$ cat src/rtl/vending_mealy.sv
// Mealy vending FSM: price 20, coins 5/10, one 5-unit change; optional sales counter under VENDING_SALES_CNT_EN.
// Latency: dispense/chg5 are combinational from state_reg and coin (same cycle); state updates at the next edge.
// Backpressure: none, a coin code is consumed on every rising edge.
module vending_mealy (
    input  logic       clk,
    input  logic       rst,
    input  logic [1:0] coin,
    output logic       dispense,
    output logic       chg5
`ifdef VENDING_SALES_CNT_EN
    ,
    output logic [7:0] sales_cnt
`endif
);

    typedef enum logic [1:0] {
        S0  = 2'b00,
        S5  = 2'b01,
        S10 = 2'b10,
        S15 = 2'b11
    } state_t;

    localparam logic [1:0] COIN_5  = 2'b01;
    localparam logic [1:0] COIN_10 = 2'b10;

    state_t state_reg;
    state_t state_nxt;

    // Idle and invalid codes fall through the defaults: hold state, no outputs.
    always_comb begin
        state_nxt = state_reg;
        dispense  = 1'b0;
        chg5      = 1'b0;
        unique case (state_reg)
            S0: begin
                if (coin == COIN_5)  state_nxt = S5;
                if (coin == COIN_10) state_nxt = S10;
            end
            S5: begin
                if (coin == COIN_5)  state_nxt = S10;
                if (coin == COIN_10) state_nxt = S15;
            end
            S10: begin
                if (coin == COIN_5)  state_nxt = S15;
                if (coin == COIN_10) begin
                    state_nxt = S0;
                    dispense  = 1'b1;
                end
            end
            S15: begin
                if (coin == COIN_5) begin
                    state_nxt = S0;
                    dispense  = 1'b1;
                end
                if (coin == COIN_10) begin
                    state_nxt = S0;
                    dispense  = 1'b1;
                    chg5      = 1'b1;
                end
            end
            default: state_nxt = S0;
        endcase
        // Keep outputs quiet throughout reset even before state_reg settles.
        if (!rst) begin
            dispense = 1'b0;
            chg5     = 1'b0;
        end
    end

    always_ff @(posedge clk or negedge rst) begin
        if (!rst) state_reg <= S0;
        else      state_reg <= state_nxt;
    end

`ifdef VENDING_SALES_CNT_EN
    always_ff @(posedge clk or negedge rst) begin
        if (!rst)          sales_cnt <= 8'd0;
        else if (dispense) sales_cnt <= sales_cnt + 8'd1;
    end
`endif

endmodule

$ cat config.mk
export PLATFORM = sky130hd
export DESIGN_NAME = vending_mealy
export DESIGN_NICKNAME = d
export VERILOG_FILES = /design/src/rtl/vending_mealy.sv
export SDC_FILE = /design/constraint.sdc
export NUM_CORES = 1
export LEC_CHECK = 0
export BUFFER_PORTS_ARGS = -buffer_cell sky130_fd_sc_hd__clkbuf_2
export CORE_AREA = 2 2 39 41
export CTS_BUF_LIST = sky130_fd_sc_hd__clkbuf_4 sky130_fd_sc_hd__clkbuf_8
export DETAILED_ROUTE_END_ITERATION = 8
export DIE_AREA = 0 0 41 43
export GPL_ROUTABILITY_DRIVEN = 0
export GPL_TIMING_DRIVEN = 1
export MAX_ROUTING_LAYER = met4
export SYNTH_ARGS = -nofsm -noshare
export SYNTH_HDL_FRONTEND = slang
export SYNTH_SLANG_ARGS = --single-unit
$ cat constraint.sdc
create_clock -name clk -period 1.37 [get_ports clk]
set_clock_uncertainty 0.1 [all_clocks]
set_input_delay 0 -clock clk [delete_from_list [all_inputs] [get_ports clk]]
set_output_delay 0 -clock clk [all_outputs]
set_load 0.1 [all_outputs]
==> results.tsv <==
metric	value	unit
status	complete, no violations	
fin_total_pwr	589	uW
holdPathStages	5	
syn2layout_area_growth	85.6	%
comb_power_share	44.0	%
clock_path_buffers	2	
drt_first_pass_iters	2	
fmax	0.769	GHz
antenna_found_initial	0	
finalCriticalPeriod	1.30	ns
die_x	41	um
num_antenna_cells	0	
setup.worst_path.start	state_reg[0]	
dieHeight	43	um
yosysUniqueCellTypes	12	
cp_top_family	flip-flops	
largest_register_ff_count	2	
vias	178	
syn_area	183	um2
cp.depth	3	
hold_path.class	primary input to flip-flop	
cts_root_buf	clkbuf_4	
grt_overflow_total	0	
grt_pass1_wl	572	um
die_area	1760	um2
avgSynthCellArea	8.30	um2
boundaryPins	6	
utilization	24.5	%
cp-end-kind	output port	
seq_area_frac_synth	27.4	%
cp_slowest_cell	dfrtp_2	
setup_violations	0	
rsz0062_at_grt	false	
fin_crit_sh	94.9	%
synth_area_leaders	dfrtp_1 27%, ha_1 21%, a211oi_1 8.2%	
coreArea	1380	um2
grt.total_usage	5.54	%
switching_power	259	uW
cts_tree	done	
internal_power	330	uW
rows	14	
critPathKind	flip-flop to output port	
synth_seq_cells	2	
ir_drop	0.000319	V
r2r_end	state_reg[1]	
layout_common_cells	4 x inv_1, 4 x clkbuf_4, 3 x ha_1, 3 x clkbuf_2	
worst_slack	0.0703	ns
wl_per_cell	7.67	um
startpoint_type	flip-flop	
synth_warnings	0	
worstPathRequired	1.27	ns
cap_viol_max_count	0	
drt-initial-drc-count	4	
drc	0	
switching_share	44.0	%
max_slew_margin	85.8	%
worstMarginPinSlew	0.212	ns
grt_start_max_net_pins	7	
r2r_cells	3	
synth_top_area_share	27.4	%
synth_top_area_cell	dfrtp_1	
grt_pass1_vias	161	
reg2reg_from	state_reg[0]	
crit_path_max_fanout	6	
start_util	13.2	%
final_layout_size_suffix_gt1_share	48.5	%
cp-endpoint	dispense	
dp_slack	0.232	ns
r2r_slack	0.29	ns
routed_wl	376	um
final_nets	41	
clkPwrFrac	29.3	%
power_frac_seq	26.7	%
p_per_area	1740	nW/um2
clkSinkCount	2	
postRouteAntennaNets	0	
clock_latency	0.24	ns
post-cts-setup-buffers	0	
synth.net_count	29	
arrival	1.20	ns
cts_made_buffers	3	
cts.clk_slew.worst_paths	0.04	ns
path_cells	nor2_4 > a211oi_4 > buf_12	
p_leak	0.000149	uW
n_fill_cell	146	
routed_via_density	3.63	
final_cell_count_no_fill	49	
placedCellCount	43	
hold_viol	0	
synthCells	22	
slowest_delay	0.46	ns
drv_slew	0	
htree_levels	1	
crit_buf_inv	1	
setup_tns	0	ns
place_hpwl	279	um
port_buffers	5	
[cell usage after synthesis]
cell type / count
nor3_1: 1
dfrtp_1: 2
ha_1: 3
o21ai_2: 1
o21ba_2: 1
inv_1: 4
mux2i_1: 1
a211oi_1: 2
nor2_1: 2
a21oi_1: 2
nand2_1: 2
or3_1: 1
[layout make-up]
cell class | instances | area (um2) | area share (%)
Clock buffer | 4 | 30.0 | 8.86
Inverter | 4 | 15.0 | 4.43
Multi-Input combinational cell | 16 | 148 | 43.5
Sequential cell | 2 | 51.3 | 15.1
Tap cell | 16 | 20.0 | 5.90
Timing Repair Buffer | 7 | 75.1 | 22.1
[tightest hold or removal path, stage by stage]
cell	delay, ns
clkbuf_2	0.09
ha_1	0.14
o21ba_2	0.12
a211oi_1	0.06
a21oi_1	0.12
[cells by family after synthesis]
family / after synthesis / synth area share (%)
simple gates: 6 / 14.4
flops: 2 / 27.4
compound gates: 6 / 24.0
buf+inv: 4 / 8.22
mux: 1 / 5.48
fa+ha+maj: 3 / 20.6
[worst min-delay path by stage]
stage / slack, ns / endpoint / from
floorplan: -0.40 / state_reg[0] / rst
global placement: -0.31 / state_reg[1] / rst
detailed placement: -0.31 / state_reg[1] / rst
CTS: 0.22 / state_reg[0] / coin[0]
global route: 0.28 / state_reg[0] / coin[0]
finish: 0.23 / state_reg[0] / coin[0]
[through the flow]
stage          hold WS, ns  instance area, um2
6_report             0.228                 339
3_3_place_gp        -0.305                 287
3_5_place_dp        -0.305                 287
5_1_grt              0.281                 339
4_1_cts              0.224                 337
2_1_floorplan       -0.396                 211
[layer usage]
layer | track usage [%] | wire (um)
met1 | 6.71 | 187
met2 | 5.63 | 154
met3 | 0 | 16
met4 | 10.0 | 19
met5 | - | 0
[power groups by stage]
stage          Sequential (uW)  Clock, uW  Combinational, uW
6_report                   157        173                259
5_1_grt                    162        183                278
4_1_cts                    154        181                259
3_5_place_dp               155          0                254
3_3_place_gp               153          0                251
2_1_floorplan              142          0                195
[what timing repair did]
| action | 4_1_cts | 5_1_grt |
|---|---|---|
| setup endpoints to repair | 0 | 1 |
| resized for setup | 0 | 1 |
| endpoints found under the hold margin | 2 | 0 |
| hold buffers | 2 | 0 |
No activity file was read; power rests on OpenSTA's default activity.
